[src/rtl/rs_berlekamp_massey.sv]
// Berlekamp-Massey key-equation solver for RS(15,11) over GF(16): serial syndromes in, error locator out.
// Optional error-evaluator outputs OMEGA0/OMEGA1 exist only when RS_BM_OMEGA_EN is defined.
module rs_berlekamp_massey #(
  parameter int         GF_M = 4,
  parameter int         NSYN = 4,
  parameter logic [4:0] POLY = 5'b10011
) (
  input  logic            CLK,
  input  logic            RESET,
  input  logic [GF_M-1:0] SYN_IN,
  input  logic            SYN_VALID,
  output logic            BUSY,
  output logic            DONE,
  output logic [GF_M-1:0] LAMBDA1,
  output logic [GF_M-1:0] LAMBDA2,
  output logic [2:0]      L_DEG,
  output logic            NO_ERROR,
  output logic            FAIL
`ifdef RS_BM_OMEGA_EN
  ,
  output logic [GF_M-1:0] OMEGA0,
  output logic [GF_M-1:0] OMEGA1
`endif
);

  typedef enum logic [1:0] {ST_IDLE, ST_DISC, ST_UPDT, ST_FINISH} state_t;

  state_t          r_state, w_next;
  logic [1:0]      r_cnt;
  logic [GF_M-1:0] r_syn [0:NSYN-1];
  logic [GF_M-1:0] r_lam [0:4];
  logic [GF_M-1:0] r_bp  [0:4];
  logic [GF_M-1:0] r_b, r_d;
  logic [2:0]      r_len, r_r;
  logic            r_done, r_no_err, r_fail;
  logic [GF_M-1:0] r_lambda1, r_lambda2;
  logic [2:0]      r_ldeg;
`ifdef RS_BM_OMEGA_EN
  logic [GF_M-1:0] r_omega0, r_omega1;
`endif

  logic [GF_M-1:0] w_disc, w_scale;
  logic [GF_M-1:0] w_xb      [0:4];
  logic [GF_M-1:0] w_t       [0:4];
  logic [GF_M-1:0] w_lam_nxt [0:4];
  logic [2:0]      w_len_nxt, w_deg;
  logic            w_grow, w_fail, w_no_err;

  function automatic logic [GF_M-1:0] gf_mul(input logic [GF_M-1:0] a, input logic [GF_M-1:0] b);
    logic [GF_M-1:0] acc, sh;
    acc = '0;
    sh  = a;
    for (int k = 0; k < GF_M; k++) begin
      if (b[k]) acc = acc ^ sh;
      sh = sh[GF_M-1] ? ((sh << 1) ^ POLY[GF_M-1:0]) : (sh << 1);
    end
    return acc;
  endfunction

  function automatic logic [GF_M-1:0] gf_inv(input logic [GF_M-1:0] a);
    logic [GF_M-1:0] v;
    case (a)
      4'h1: v = 4'h1;  4'h2: v = 4'h9;  4'h3: v = 4'hE;  4'h4: v = 4'hD;
      4'h5: v = 4'hB;  4'h6: v = 4'h7;  4'h7: v = 4'h6;  4'h8: v = 4'hF;
      4'h9: v = 4'h2;  4'hA: v = 4'hC;  4'hB: v = 4'h5;  4'hC: v = 4'hA;
      4'hD: v = 4'h4;  4'hE: v = 4'h3;  4'hF: v = 4'h8;
      default: v = '0;
    endcase
    return v;
  endfunction

  always_ff @(posedge CLK or posedge RESET) begin
    if (RESET) r_state <= ST_IDLE;
    else       r_state <= w_next;
  end

  always_comb begin
    w_next = r_state;
    case (r_state)
      ST_IDLE:   if (SYN_VALID && (r_cnt == 2'(NSYN-1))) w_next = ST_DISC;
      ST_DISC:   w_next = ST_UPDT;
      ST_UPDT:   w_next = (r_r == 3'd4) ? ST_FINISH : ST_DISC;
      ST_FINISH: w_next = ST_IDLE;
      default:   w_next = ST_IDLE;
    endcase
  end

  // Discrepancy d = S_r + sum Lambda_i * S_(r-i); syndrome j holds S_(j+1)
  always_comb begin
    w_disc = '0;
    for (int j = 0; j < NSYN; j++)
      if (3'(j + 1) == r_r) w_disc = w_disc ^ r_syn[j];
    for (int i = 1; i < NSYN; i++)
      for (int j = 0; j < NSYN; j++)
        if ((3'(i) < r_r) && (3'(i + j + 1) == r_r))
          w_disc = w_disc ^ gf_mul(r_lam[i], r_syn[j]);
  end

  always_comb begin
    w_scale   = gf_mul(r_d, gf_inv(r_b));
    w_grow    = 1'b0;
    w_len_nxt = r_len;
    w_xb[0]   = '0;
    for (int k = 1; k < 5; k++) w_xb[k] = r_bp[k-1];
    for (int k = 0; k < 5; k++) begin
      w_t[k]       = r_lam[k] ^ gf_mul(w_scale, w_xb[k]);
      w_lam_nxt[k] = r_lam[k];
    end
    if (r_d != '0) begin
      for (int k = 0; k < 5; k++) w_lam_nxt[k] = w_t[k];
      if ({r_len, 1'b0} <= {1'b0, r_r - 3'd1}) begin
        w_grow    = 1'b1;
        w_len_nxt = r_r - r_len;
      end
    end
  end

  // Result qualification on the locator as it will stand after the final update
  always_comb begin
    w_deg = 3'd0;
    for (int k = 1; k < 5; k++)
      if (w_lam_nxt[k] != '0) w_deg = 3'(k);
    w_fail   = (w_len_nxt > 3'd2) || (w_lam_nxt[3] != '0) || (w_lam_nxt[4] != '0) ||
               (w_deg != w_len_nxt);
    w_no_err = 1'b1;
    for (int j = 0; j < NSYN; j++)
      if (r_syn[j] != '0) w_no_err = 1'b0;
  end

  always_ff @(posedge CLK or posedge RESET) begin
    if (RESET) begin
      r_cnt     <= '0;
      r_r       <= '0;
      r_d       <= '0;
      r_b       <= 4'h1;
      r_len     <= '0;
      r_done    <= 1'b0;
      r_no_err  <= 1'b0;
      r_fail    <= 1'b0;
      r_lambda1 <= '0;
      r_lambda2 <= '0;
      r_ldeg    <= '0;
`ifdef RS_BM_OMEGA_EN
      r_omega0  <= '0;
      r_omega1  <= '0;
`endif
      for (int j = 0; j < NSYN; j++) r_syn[j] <= '0;
      for (int k = 0; k < 5; k++) begin
        r_lam[k] <= (k == 0) ? 4'h1 : 4'h0;
        r_bp[k]  <= (k == 0) ? 4'h1 : 4'h0;
      end
    end else begin
      r_done <= 1'b0;
      case (r_state)
        ST_IDLE: begin
          if (SYN_VALID) begin
            r_syn[r_cnt] <= SYN_IN;
            if (r_cnt == 2'(NSYN-1)) begin
              r_cnt <= '0;
              r_r   <= 3'd1;
              r_b   <= 4'h1;
              r_len <= '0;
              for (int k = 0; k < 5; k++) begin
                r_lam[k] <= (k == 0) ? 4'h1 : 4'h0;
                r_bp[k]  <= (k == 0) ? 4'h1 : 4'h0;
              end
            end else begin
              r_cnt <= r_cnt + 2'd1;
            end
          end
        end
        ST_DISC: r_d <= w_disc;
        ST_UPDT: begin
          r_len <= w_len_nxt;
          r_r   <= r_r + 3'd1;
          if (w_grow) r_b <= r_d;
          for (int k = 0; k < 5; k++) begin
            r_lam[k] <= w_lam_nxt[k];
            r_bp[k]  <= w_grow ? r_lam[k] : w_xb[k];
          end
          // Last iteration: publish results so DONE is high during FINISH
          if (r_r == 3'd4) begin
            r_done    <= 1'b1;
            r_lambda1 <= w_lam_nxt[1];
            r_lambda2 <= w_lam_nxt[2];
            r_ldeg    <= w_len_nxt;
            r_no_err  <= w_no_err;
            r_fail    <= w_fail;
`ifdef RS_BM_OMEGA_EN
            r_omega0  <= r_syn[0];
            r_omega1  <= r_syn[1] ^ gf_mul(w_lam_nxt[1], r_syn[0]);
`endif
          end
        end
        default: ;
      endcase
    end
  end

  assign BUSY     = (r_state != ST_IDLE);
  assign DONE     = r_done;
  assign LAMBDA1  = r_lambda1;
  assign LAMBDA2  = r_lambda2;
  assign L_DEG    = r_ldeg;
  assign NO_ERROR = r_no_err;
  assign FAIL     = r_fail;
`ifdef RS_BM_OMEGA_EN
  assign OMEGA0   = r_omega0;
  assign OMEGA1   = r_omega1;
`endif

endmodule

[config.mk]
export PLATFORM = sky130hd
export DESIGN_NAME = rs_berlekamp_massey
export DESIGN_NICKNAME = d
export VERILOG_FILES = /design/src/rtl/rs_berlekamp_massey.sv
export SDC_FILE = /design/constraint.sdc
export NUM_CORES = 1
export LEC_CHECK = 0
export ABC_CLOCK_PERIOD_IN_PS = 3600
export CORE_ASPECT_RATIO = 0.8
export CORE_UTILIZATION = 55
export DETAILED_ROUTE_END_ITERATION = 7
export HOLD_SLACK_MARGIN = 0.15
export PLACE_DENSITY = 0.73
export SYNTH_ARGS = -nofsm -noshare
export SYNTH_HDL_FRONTEND = slang
export SYNTH_SLANG_ARGS = --single-unit
[constraint.sdc]
create_clock -name CLK -period 3.6 [get_ports CLK]
set_input_delay 0.9 -clock CLK [delete_from_list [all_inputs] [get_ports CLK]]
set_output_delay 0.9 -clock CLK [all_outputs]
set_load 0.05 [all_outputs]
==> results.sh <==
export IMPL_grt_pass1_vias=8850
export IMPL_drc=0
export IMPL_outcome="finished with violations"
export IMPL_cts_tree="yes"
export IMPL_start_util_pct=56.3
export IMPL_fin_nets=1340
export IMPL_final_core_utilization_pct=70.2
export IMPL_post_route_cell_area_um2=11600
export IMPL_setup_ws_ns=-0.561
export IMPL_routed_wl_mm=30.1
export IMPL_io_pins=22
export IMPL_cts_inserted_buffers=9
export IMPL_antenna_found_initial=0
export IMPL_wire_per_inst_um=19.6
export IMPL_drive_gt1_share_pct=24.5
export IMPL_hold_viol_final=0
export IMPL_diodes=0
export IMPL_place_area_um2=10400
export IMPL_clk_latency_ns=0.34
export IMPL_first_pass_iters=6
export IMPL_regArea_um2=1980
export IMPL_cts_htree_levels=3
export IMPL_dp_hpwl_mm=20.6
export IMPL_dieArea_um2=17400
export IMPL_fill_cells=1251
export IMPL_worst_setup_path_type="register to register"
export IMPL_rsz0062_at_grt="yes"
export IMPL_via_per_inst=6.32
export IMPL_gr_usage_all_layers_pct=33.9
export IMPL_synth_warnings=0
export IMPL_ys_flop_type="dfrtp_1"
export IMPL_seq_area_frac_synth_pct=21.3
export IMPL_clkSlewWorstSetupHoldPaths_ns=0.07
export IMPL_core_rowCount=42
export IMPL_overflow=0
export IMPL_r2r_end="FAIL$_DFFE_PP0P_"
export IMPL_fp_dieW_um=147
export IMPL_synth_top_area_share_pct=20.5
export IMPL_setup_viol=21
export IMPL_syn_instance_count=1216
export IMPL_hold_class="register to register"
export IMPL_cp_end_kind="register"
export IMPL_finalCritPeriodShare_pct=116
export IMPL_crit_start="r_b[0]$_DFFE_PP1P_"
export IMPL_synth_edff_count=0
export IMPL_syn2layout_area_growth_pct=24.8
export IMPL_yosys_top_cells_area="dfrtp_1 (20%), xnor2_1 (16%), nand2_1 (9.7%)"
export IMPL_grt_start_max_net_pins=45
export IMPL_slew_headroom_pct=44.8
export IMPL_r2r_start="r_b[0]$_DFFE_PP1P_"
export IMPL_drt_iter0_markers=991
export IMPL_grt_pass1_wl_mm=46.8
export IMPL_cts_root_buf="clkbuf_16"
export IMPL_fmaxAchievable_ghz=0.240
export IMPL_ff2ff_path_depth=17
export IMPL_worst_slew_pin_slew_ns=0.828
export IMPL_port_buffers=21
export IMPL_synth_nets=1243
export IMPL_maxSlewViolCount=0
export IMPL_clock_sinks=79
export IMPL_avgSynthCellArea_um2=7.64
export IMPL_yosysUniqueCellTypes=87
export IMPL_hp_start="LAMBDA2[2]$_DFFE_PP0P_"
export IMPL_rrSetupSlack_ns=-0.56
export IMPL_synth_common_cells="nand2_1 (240), xnor2_1 (169), dfrtp_1 (76), clkbuf_1 (74), o21ai_0 (67)"
export IMPL_drv_cap=0
export IMPL_crit_end="FAIL$_DFFE_PP0P_"
export IMPL_async_flop_share_pct=100
export IMPL_critPathMaxFanout=4
export IMPL_critPathLaunchType="register"
export IMPL_yosysMostFrequentCell="nand2_1"
export IMPL_finClkSkew_ns=0.0124
export IMPL_netlist_top_cell_by_area="dfrtp_1"
export IMPL_ys_seq_elements=79
export IMPL_synth_area_um2=9290
export IMPL_ant_nets=0
export IMPL_gp_congestion=0.952
export IMPL_cp_arrival_ns=4.36
export IMPL_crit_required_ns=3.80
export IMPL_failed_checks="setup timing"
export IMPL_clockBufferDepth=2
export IMPL_vias=9722
export IMPL_die_h_um=118
export IMPL_period_minus_slack_ns=4.16
export IMPL_coreArea_um2=16500
export IMPL_multiInputGateArea_um2=7300
[worst max-delay path, cell delays in order (launching register included)]
cell       delay [ns]
dfstp_2          0.57
inv_2            0.06
ha_4             0.22
or2_4            0.23
buf_6            0.12
and4b_2          0.25
or4_4            0.51
a211oi_2         0.23
buf_4            0.18
buf_6            0.11
o21ai_1          0.06
mux2_4           0.32
and3_4           0.18
o21ai_4          0.18
xnor2_2          0.15
o2111ai_2        0.18
nor4_4           0.34
a41oi_2          0.14
[layout make-up]
| class | count | share of cell area, % |
|---|---|---|
| sequential | 79 | 17.1 |
| clock inverter | 7 | 0.475 |
| clock buffer | 9 | 1.94 |
| inverter | 35 | 1.14 |
| timing repair buffer | 186 | 13.9 |
| multi-input combinational | 1002 | 63.0 |
| tap | 220 | 2.38 |
[routing by layer]
layer	track usage, %	up-vias	wire (um)
met3	8.07	87	3380
met2	52.1	648	13500
met4	5.93	0	722
met5	0	-	0
li1	-	4389	-
met1	48.5	4598	12500
[state kept, by name, indices dropped and copies added, names as in the netlist]
register,cells
r_b,4
LAMBDA2,4
r_lam,17
L_DEG,3
r_state,2
LAMBDA1,4
r_syn,16
r_bp,14
r_r,3
FAIL,1
r_len,3
r_cnt,2
DONE,1
NO_ERROR,1
r_d,4
[cells in the final DEF (no fill, tap or decap), types with 5 or more instances in the layout]
cell type / n
nand2_1: 235
xnor2_1: 156
buf_4: 136
dfrtp_1: 76
nor2_1: 55
xor2_1: 42
o21ai_0: 42
a21oi_1: 36
inv_1: 31
o22ai_1: 26
nand3_1: 25
mux2_2: 24
a22oi_1: 24
mux2i_1: 24
clkdlybuf4s50_1: 21
buf_6: 21
o211ai_1: 19
o21ai_1: 19
ha_1: 18
nor3_1: 16
nand2b_1: 13
nor2b_1: 12
nand4_1: 11
o21ai_2: 11
xnor2_2: 10
clkbuf_16: 9
a211oi_2: 8
a22o_1: 7
and3_1: 7
nand2_2: 6
xnor2_4: 6
nor3_2: 5
o21a_1: 5
nor4_1: 5
clkinvlp_4: 5
buf_12: 5
[through the flow]
stage / worst slack, ns / TNS, ns / std cells / hold WS [ns]
global placement: -0.498 / -2.25 / 1492 / 0.457
detailed placement: -0.561 / -3.53 / 1492 / 0.470
finish: -0.561 / -4.11 / 1538 / 0.476
floorplan: -0.134 / -0.134 / 1216 / 0.470
global route: -0.706 / -6.55 / 1538 / 0.507
CTS: -0.417 / -2.26 / 1526 / 0.484
[worst min path at each step]
stage                     depth (start not counted)                      to  slack, ns
after global placement                            2  LAMBDA2[2]$_DFFE_PP0P_       0.46
after CTS                                         2    NO_ERROR$_DFFE_PP0P_       0.48
final                                             2  LAMBDA2[2]$_DFFE_PP0P_       0.48
after floorplan                                   2    r_lam[2]$_DFFE_PP0P_       0.47
after global routing                              2    NO_ERROR$_DFFE_PP0P_       0.51
after detailed placement                          2    NO_ERROR$_DFFE_PP0P_       0.47
[cells by family after synthesis]
group                    share of synthesized area (%)
adder cells (fa/ha/maj)                           2.78
XOR/XNOR                                          22.0
flip-flops                                        21.3
multiplexers                                      6.72
buffers and inverters                             6.06
AND/OR/NAND/NOR                                   21.6
AO/OA/AOI/OAI                                     19.5
[what timing repair did]
item | 4_1_cts | 5_1_grt
hold buffers | 0 | 0
cloned | 2 | 0
gates resized for setup | 65 | 77
setup buffers | 19 | 14
pin swaps | 42 | 40
endpoints found under the setup margin | 20 | 25
hold endpoints to repair | 0 | 0
Power is not shown: default switching activity piles up to over one toggle a cycle in this logic, so the estimate is an artifact.
